## src/rtl/clock_chain_ctrl_if.sv

```systemverilog
// Slice-side bus between the clock controller and its six 4-bit counter slices.
// Digit packing everywhere is {hr_t,hr_o,min_t,min_o,sec_t,sec_o}, index 0 = sec_o.
interface clock_chain_ctrl_if;
    logic [23:0] Q_in;
    logic [5:0]  NotLD;
    logic [5:0]  CTp;
    logic [5:0]  CTt;
    logic [23:0] D;
    logic [5:0]  blank;

    modport master (
        input  Q_in,
        output NotLD,
        output CTp,
        output CTt,
        output D,
        output blank
    );

    modport slave (
        output Q_in,
        input  NotLD,
        input  CTp,
        input  CTt,
        input  D,
        input  blank
    );
endinterface

```

## src/rtl/clock_chain_ctrl.sv

```systemverilog
// Sequencer for a six-slice BCD HH:MM:SS counter chain: 1 Hz prescaler, carry/wrap
// control and button time-set FSM. Optional blink mask under CLOCK_CHAIN_CTRL_BLINK_EN.
module clock_chain_ctrl #(
    parameter int unsigned TICK_DIV = 100000000,
    parameter int unsigned TICK_W   = 27
) (
    input  logic                CP,
    input  logic                NotCR,
    input  logic                mode_btn,
    input  logic                inc_btn,
    clock_chain_ctrl_if.master  slc,
    output logic [1:0]          state,
    output logic                tick
);

    typedef enum logic [1:0] {
        RUN     = 2'd0,
        SET_HR  = 2'd1,
        SET_MIN = 2'd2,
        SET_SEC = 2'd3
    } mode_e;

    localparam logic [TICK_W-1:0] CNT_LAST = TICK_W'(TICK_DIV - 1);

    mode_e             st_q;
    logic [TICK_W-1:0] cnt;

    // Prescaler, tick pulse and set-mode state machine
    always_ff @(posedge CP or negedge NotCR) begin
        if (!NotCR) begin
            cnt  <= '0;
            tick <= 1'b0;
            st_q <= RUN;
        end else begin
            cnt  <= (cnt == CNT_LAST) ? '0 : cnt + TICK_W'(1);
            tick <= (cnt == CNT_LAST);
            if (mode_btn) begin
                case (st_q)
                    RUN:     st_q <= SET_HR;
                    SET_HR:  st_q <= SET_MIN;
                    SET_MIN: st_q <= SET_SEC;
                    default: st_q <= RUN;
                endcase
            end
        end
    end

    assign state = st_q;

    logic [3:0] dig [6];
    always_comb begin
        for (int i = 0; i < 6; i++) begin
            dig[i] = slc.Q_in[4*i +: 4];
        end
    end

    logic       run;
    logic       inc_ok;
    logic       ev_sec;
    logic       ev_min;
    logic       ev_hr;
    logic       ev_hr_all;
    logic [3:0] en;
    logic [3:0] term;
    logic [5:0] notld;
    logic [5:0] cten;

    // Event routing, carry chain and per-slice count/load decode
    always_comb begin
        notld     = 6'h3F;
        cten      = 6'h00;
        term      = 4'd9;
        run       = (st_q == RUN);
        inc_ok    = inc_btn & ~mode_btn;
        ev_sec    = run ? tick : ((st_q == SET_SEC) & inc_ok);
        ev_min    = (st_q == SET_MIN) & inc_ok;
        ev_hr     = (st_q == SET_HR) & inc_ok;

        // Carries only cross field boundaries while running
        en[0]     = ev_sec;
        en[1]     = en[0] & (dig[0] >= 4'd9);
        en[2]     = ev_min | (run & en[1] & (dig[1] >= 4'd5));
        en[3]     = en[2] & (dig[2] >= 4'd9);
        ev_hr_all = ev_hr | (run & en[3] & (dig[3] >= 4'd5));

        for (int i = 0; i < 4; i++) begin
            term = ((i == 1) || (i == 3)) ? 4'd5 : 4'd9;
            if (en[i]) begin
                if (dig[i] >= term) begin
                    notld[i] = 1'b0;
                end else begin
                    cten[i] = 1'b1;
                end
            end
        end

        // Hours: 23 (or any illegal tens) wraps both digits to 00
        if (ev_hr_all) begin
            if (((dig[5] >= 4'd2) && (dig[4] >= 4'd3)) || (dig[5] >= 4'd3)) begin
                notld[5:4] = 2'b00;
            end else if (dig[4] >= 4'd9) begin
                notld[4] = 1'b0;
                cten[5]  = 1'b1;
            end else begin
                cten[4]  = 1'b1;
            end
        end
    end

    assign slc.NotLD = notld;
    assign slc.CTp   = cten;
    assign slc.CTt   = cten;
    assign slc.D     = '0;

`ifdef CLOCK_CHAIN_CTRL_BLINK_EN
    localparam logic [TICK_W-1:0] CNT_HALF = TICK_W'(TICK_DIV / 2);

    logic [5:0] blank_mask;

    // Blank the field being edited during the second half of each second
    always_comb begin
        blank_mask = 6'h00;
        if (cnt >= CNT_HALF) begin
            case (st_q)
                SET_HR:  blank_mask = 6'b110000;
                SET_MIN: blank_mask = 6'b001100;
                SET_SEC: blank_mask = 6'b000011;
                default: blank_mask = 6'h00;
            endcase
        end
    end

    assign slc.blank = blank_mask;
`else
    assign slc.blank = 6'h00;
`endif

endmodule

```

## src/flat_wrapper.sv

```systemverilog
// flat-port wrapper written by rule: the top's interface ports become plain ports
module clock_chain_ctrl_flat 
#(
    parameter int unsigned TICK_DIV = 100000000,
    parameter int unsigned TICK_W   = 27
)
  (CP, NotCR, mode_btn, inc_btn, state, tick, slc_Q_in, slc_NotLD, slc_CTp, slc_CTt, slc_D, slc_blank);
  clock_chain_ctrl_if slc_i ();
  input  logic CP;
  input  logic NotCR;
  input  logic mode_btn;
  input  logic inc_btn;
  output logic [1:0] state;
  output logic tick;
  input wire logic [$bits(slc_i.Q_in)-1:0] slc_Q_in;
  output wire logic [$bits(slc_i.NotLD)-1:0] slc_NotLD;
  output wire logic [$bits(slc_i.CTp)-1:0] slc_CTp;
  output wire logic [$bits(slc_i.CTt)-1:0] slc_CTt;
  output wire logic [$bits(slc_i.D)-1:0] slc_D;
  output wire logic [$bits(slc_i.blank)-1:0] slc_blank;
  assign slc_i.Q_in = slc_Q_in;
  assign slc_NotLD = slc_i.NotLD;
  assign slc_CTp = slc_i.CTp;
  assign slc_CTt = slc_i.CTt;
  assign slc_D = slc_i.D;
  assign slc_blank = slc_i.blank;
  clock_chain_ctrl #(.TICK_DIV(TICK_DIV), .TICK_W(TICK_W)) u_core (.CP(CP), .NotCR(NotCR), .mode_btn(mode_btn), .inc_btn(inc_btn), .slc(slc_i), .state(state), .tick(tick));
endmodule
```

## config.mk

```make
export PLATFORM = sky130hd
export DESIGN_NAME = clock_chain_ctrl_flat
export DESIGN_NICKNAME = d
export VERILOG_FILES = /design/src/rtl/clock_chain_ctrl_if.sv /design/src/rtl/clock_chain_ctrl.sv /design/src/flat_wrapper.sv
export SDC_FILE = /design/constraint.sdc
export NUM_CORES = 1
export LEC_CHECK = 0
export CAP_MARGIN = 30
export CORE_MARGIN = 3
export CORE_UTILIZATION = 40
export CTS_CLUSTER_DIAMETER = 60
export DETAILED_ROUTE_END_ITERATION = 16
export GPL_TIMING_DRIVEN = 0
export PLACE_DENSITY = 0.86
export RECOVER_POWER = 50
export SLEW_MARGIN = 10
export SYNTH_ARGS = -nofsm -noshare
export SYNTH_HDL_FRONTEND = slang
export SYNTH_SLANG_ARGS = --single-unit
```

## constraint.sdc

```tcl
create_clock -name CP -period 2.01 [get_ports CP]
set_input_delay 0.402 -clock CP [delete_from_list [all_inputs] [get_ports CP]]
set_output_delay 0.402 -clock CP [all_outputs]
set_load 0.02 [all_outputs]
```

Word level (Yosys, flattened, before mapping)
Index checks and enable logic that the tools add are counted.
- order comparisons: 8
- equality and inequality tests: 4
- multipliers: 0
- divide/modulo/power cells: 0
- bitwise gates (word level): 13
- shift-type cells: 0
- add/subtract/negate cells: 1
- reduce and logical (&&, ||, !) cells: 3
- multiplexer cells: 22
- operators by type and width (cell ; count):
    27-bit by 1-bit adder with 27-bit output (second input constant) ; 1
    27-bit == test (second input constant) ; 1
    27-bit 2-to-1 mux ; 1
    1-bit 2-to-1 mux ; 17
    4-bit by 2-bit greater-or-equal comparator with 1-bit output (second input constant) ; 3
    4-bit greater-or-equal comparator (second input constant) ; 3
    1-bit AND ; 10
    4-bit by 3-bit greater-or-equal comparator with 1-bit output (second input constant) ; 2
    2-bit 2-to-1 mux ; 3
    2-bit case mux with 3 select lines ; 1
    2-bit == test (second input constant) ; 2
    2-bit by 1-bit == test with 1-bit output (second input constant) ; 1
    2-bit zero test ; 1
    1-bit bitwise OR ; 2
    1-bit logical AND ; 1
    1-bit logical OR ; 1
    1-bit NOT ; 1
- word-level logic and storage cells: 54
- bits of input ports: 28
- flip-flop bits (word level): 30
- memories kept: 0
- output and inout bits: 51
- bits in read-only memories: 0
- bits in latches: 0
- memory bits (writable): 0

Depth between registers and ports, before layout
- word-level depth: 13
- mapped depth: 8

Least setup slack after synthesis
OpenSTA, ideal clock, no wires.
- path type: flip-flop to output port
- start: register u_core.st_q[0], in the netlist u_core.state[0]
- end: output slc_CTt[5]
- buffers on the path: 1
- data arrival time: 2.235 ns
- data required time: 1.608 ns
- slack: -0.627 ns
- stages on the path, launching flop included: 9
- cell sequence: dfrtp_1 > inv_1 > ha_1 > nand3_1 > a211oi_1 > a31o_2 > a32oi_1 > nor3_1 > buf_4
- word-level cells in the longest chain between the ends: 12
- ends and longest elaborated chain (item ; RTL line ; RTL):
    start, declared ; clock_chain_ctrl.sv:25 ; mode_e st_q;
    start signal, assigned ; clock_chain_ctrl.sv:33 ; st_q <= RUN;
    start signal, assigned ; clock_chain_ctrl.sv:39 ; RUN: st_q <= SET_HR;
    start signal, assigned ; clock_chain_ctrl.sv:40 ; SET_HR: st_q <= SET_MIN;
    2-bit == test ; clock_chain_ctrl.sv:75 ; ev_sec = run ? tick : ((st_q == SET_SEC) & inc_ok);
    1-bit AND ; clock_chain_ctrl.sv:75 ;
    1-bit 2-to-1 mux ; clock_chain_ctrl.sv:75 ;
    1-bit AND ; clock_chain_ctrl.sv:81 ; en[1] = en[0] & (dig[0] >= 4'd9);
    1-bit AND (2 in a row) ; clock_chain_ctrl.sv:82 ; en[2] = ev_min | (run & en[1] & (dig[1] >= 4'd5));
    1-bit bitwise OR ; clock_chain_ctrl.sv:82 ;
    1-bit AND ; clock_chain_ctrl.sv:83 ; en[3] = en[2] & (dig[2] >= 4'd9);
    1-bit AND (2 in a row) ; clock_chain_ctrl.sv:84 ; ev_hr_all = ev_hr | (run & en[3] & (dig[3] >= 4'd5));
    1-bit bitwise OR * ; clock_chain_ctrl.sv:84 ;
    2-bit 2-to-1 mux * ; clock_chain_ctrl.sv:98 ; if (ev_hr_all) begin
    end, declared ; flat_wrapper.sv:18 ; output wire logic [$bits(slc_i.CTt)-1:0] slc_CTt;
Mark *: on every way between the ends. The rest lies on a longest branch, timed or not.

Worst setup path in the final report
- start: input slc_Q_in[6]
- end: output slc_CTt[5]
- word-level cells in the longest chain between the ends: 8
- ends and longest elaborated chain (item ; RTL line ; RTL):
    start, declared ; flat_wrapper.sv:15 ; input wire logic [$bits(slc_i.Q_in)-1:0] slc_Q_in;
    4-bit by 3-bit greater-or-equal comparator with 1-bit output ; clock_chain_ctrl.sv:82 ;
    1-bit AND ; clock_chain_ctrl.sv:82 ;
    1-bit bitwise OR ; clock_chain_ctrl.sv:82 ;
    1-bit AND ; clock_chain_ctrl.sv:83 ;
    1-bit AND (2 in a row) ; clock_chain_ctrl.sv:84 ;
    1-bit bitwise OR ; clock_chain_ctrl.sv:84 ;
    2-bit 2-to-1 mux ; clock_chain_ctrl.sv:98 ;
Every way passes these cells.

==> impl_results.md <==
* Filler Cells Inserted at between 300 and 400
* Worst Tran Pin Value at approximately 1.5 ns
* Hold Fails Final Rpt at 0
* Crit start category: primary input
* Setup Skew at 0.00566 ns
* Vias in the first global route at 1869
* Largest cells by area after synthesis: dfrtp_1 37%, buf_4 13%, nor2_1 4.4%
* P&R area growth vs syn at 51.5%
* Cell with the most instances after synthesis: buf_4
* Levels on crit path at 8
* Worst path slowest cell: clkdlybuf4s50_1
* Syn avg cell area at 9.11 sq um
* IO Port Bufs at 48
* CORE AREA at roughly 0.0048 sq mm
* Leakage at 0.00145 uW
* Average wire per standard cell at about 13 um
* Pin count of the biggest net entering global routing at 31
* Cell family with most CP delay: buffers and inverters
* Nets at 351
* Antenna diodes at 0
* Clock transition at path regs at approximately 0.06 ns
* CTS Sinks at 30
* Routability cong. at 0.849
* Max VDD drop at 0.681 mV
* Rel. slew slack at less than 1%
* Number of library cell types mapped by synthesis at 42
* Cell Pwr Density at 595 mW/mm^2
* Remaining antenna violation count after routing at 0
* Final Cycle Share at 115%
* Hold Crit Class: in -> async
* Share of cells above drive strength 1 at 35.1%
* Drt pass-1 iters at 4
* Synth top area share at 37.0%
* YS warnings at 0
* Initial antenna violation count at 0
* WP data required at 1.61 ns
* H-tree lvl count at 2
* Worst r2r src: u_core.cnt[11]
* Ys async rst share at 100%
* Total power at 1830 uW
* Setup crit end: slc_CTt[5]
* CP arrival at about 1.9 ns
* Global-route wire length before repair at 8360 um
* DP Area at ~0.0028 sq mm
* Grt total ovfl at 0
* CTS tree: yes
* Drt initial violations at 61
* R2R cell count at 5
* Post-Layout Inst Area at 0.00308 sq mm
* Failing checks: max-capacitance violations, negative setup slack
* Largest fanout on the critical path at 2
* FF-to-FF setup slack at 0.17 ns
* Cells after synthesis at 223
* Crit path largest cell delay at 0.47 ns
* Initial Util at 42.2%
* # IOs at roughly 80
* Top post-synthesis cells by count: 36 x buf_4, 30 x dfrtp_1, 24 x nor2_1
* CTS Root Cell: clkbuf_8
* Remaining DRCs at 0
* Final setup fails at 17
* Final Max Slew Viols at 0
* Gr usage total at between 10% and 20%
* Synthesized flop and latch total at 30
* Critical Path Sink Type: output port
* RSZ-0062 raised after global routing: true
* Avg Vias per Cell at 4.84
* Clk buf depth at 2
* Fmax at 431 MHz
* Cell chain of the critical path: clkdlybuf4s50_1 > o21ai_2 > a211oi_4 > a31o_2 > a32oi_4 > nor3_4 > buf_6 > buf_6
* Fin crit period at 2.32 ns
* Critical path origin: slc_Q_in[6]
* Total CTS buffers at 5
* Worst skew pair latency at 0.28 ns
* Yosys top cell by area: dfrtp_1
* Critical R2R Capture: u_core.cnt[23]
* Die ar. at ~0.0060 sq mm
* Seq/Total Area, Yosys at 37.0%
* Max Cap Viol at 1
* Post-synth EDFFs at 0
* Die Y at just under 80 um
* Final worst slack at -0.310 ns
* Ys flop type: dfrtp_1
* WS Path Type: in -> out
* Post-Route WL at between 5000 and 6000 um
* Die X at 77.3 um
* Vias at around 1900
* Detailed placer's ending HPWL at around 3700 um
* # rows at 25
* Status: finished with violations
* CP most frequent cell: buf_6
* Final core utilization at 63.9%
* Hold WS at 0.475 ns
* WP buf/inv at 3
* Mapped Area at 0.00203 sq mm
## routing by layer
metal / share of wire, % / vias up / track usage (%)
met5: 0 / - / 0
met4: 0.81 / 0 / 4.63
met3: 9.1 / 5 / 6.22
met2: 52 / 75 / 30.7
met1: 38 / 877 / 18.6
li1: - / 910 / -
## flip-flops by register name (all words and copies together), names as in the netlist
signal	cells
u_core.tick	1
u_core.cnt	27
u_core.state	2
## cells by family (layout without fill, tap and decap cells)
| logic type | count (synthesis) | in the layout | share of synthesized area [%] |
|---|---|---|---|
| buffers and inverters | 40 | 107 | 14.4 |
| AOI/OAI and AO/OA | 36 | 36 | 11.8 |
| other | 1 | 30 | 0.185 |
| and+or+nand+nor | 93 | 93 | 25.6 |
| muxes | 2 | 2 | 0.986 |
| xor gates and xnor gates | 16 | 16 | 6.90 |
| adders and majority gates | 5 | 5 | 3.08 |
| DFF | 30 | 30 | 37.0 |
## where the power goes
part	leakage, uW	total (uW)	internal [uW]	switching (uW)
Combinational	0.00100	703	368	335
Sequential	0.000399	645	629	16.6
Clock	0.0000482	481	275	206
Total	0.00145	1830	1270	558
## area by class of cell
type,instances,area [sq um],area share (%)
Multi-Input combinational cell,182,1280,41.5
Sequential cell,30,753,24.5
Timing Repair Buffer,59,564,18.3
Inverter,3,11.3,0.366
Clock inverter,1,5.00,0.163
Clock buffer,7,86.3,2.81
Buffer,37,297,9.64
Tap cell,67,83.8,2.72
## repair_timing
action                                  4_1_cts  5_1_grt
hold buffers                                  0        0
endpoints found under the setup margin       18       32
resized for setup                           124       17
buffers inserted                             10        1
pin swaps                                    13        8
## per-stage QoR
stage / setup TNS (ns) / std cells / worst slack (ns)
floorplan: -0.190 / 252 / -0.104
global placement: -13.97 / 367 / -1.03
detailed placement: -13.95 / 367 / -1.07
CTS: -2.60 / 385 / -0.395
global route: -4.55 / 386 / -0.375
finish: -3.17 / 386 / -0.310
## worst min-delay path by stage
stage	startpoint	endpoint	slack (ns)	cells past startpoint
after global placement	u_core.cnt[6]	u_core.cnt[6]	0.46	1
final	NotCR	u_core.cnt[13]	0.48	1
after global routing	u_core.cnt[6]	u_core.cnt[6]	0.50	1
after floorplan	NotCR	u_core.cnt[0]	0.11	0
after detailed placement	NotCR	u_core.cnt[23]	0.46	1
after CTS	NotCR	u_core.cnt[14]	0.16	1
## placed cells by master (no fill, tap or decap), types with 3 or more instances in the layout
| cell | count |
|---|---|
| a21oi_1 | 6 |
| a22oi_1 | 4 |
| buf_4 | 43 |
| buf_6 | 22 |
| clkbuf_8 | 6 |
| clkdlybuf4s50_1 | 19 |
| conb_1 | 30 |
| dfrtp_1 | 28 |
| dlygate4sd2_1 | 9 |
| nand2_1 | 15 |
| nand2b_4 | 4 |
| nand3_1 | 10 |
| nand4_1 | 11 |
| nor2_1 | 19 |
| nor2_4 | 3 |
| nor3_1 | 4 |
| o21ai_0 | 7 |
| o21ai_1 | 3 |
| xnor2_1 | 7 |
| xor2_1 | 9 |
## worst register-to-register path, delay by kind of cell (launching register included)
kind	cells	cell delay, ns
AND/OR/NAND/NOR	5	1.29
flip-flops	1	0.43
No activity file was read; power rests on OpenSTA's default activity.
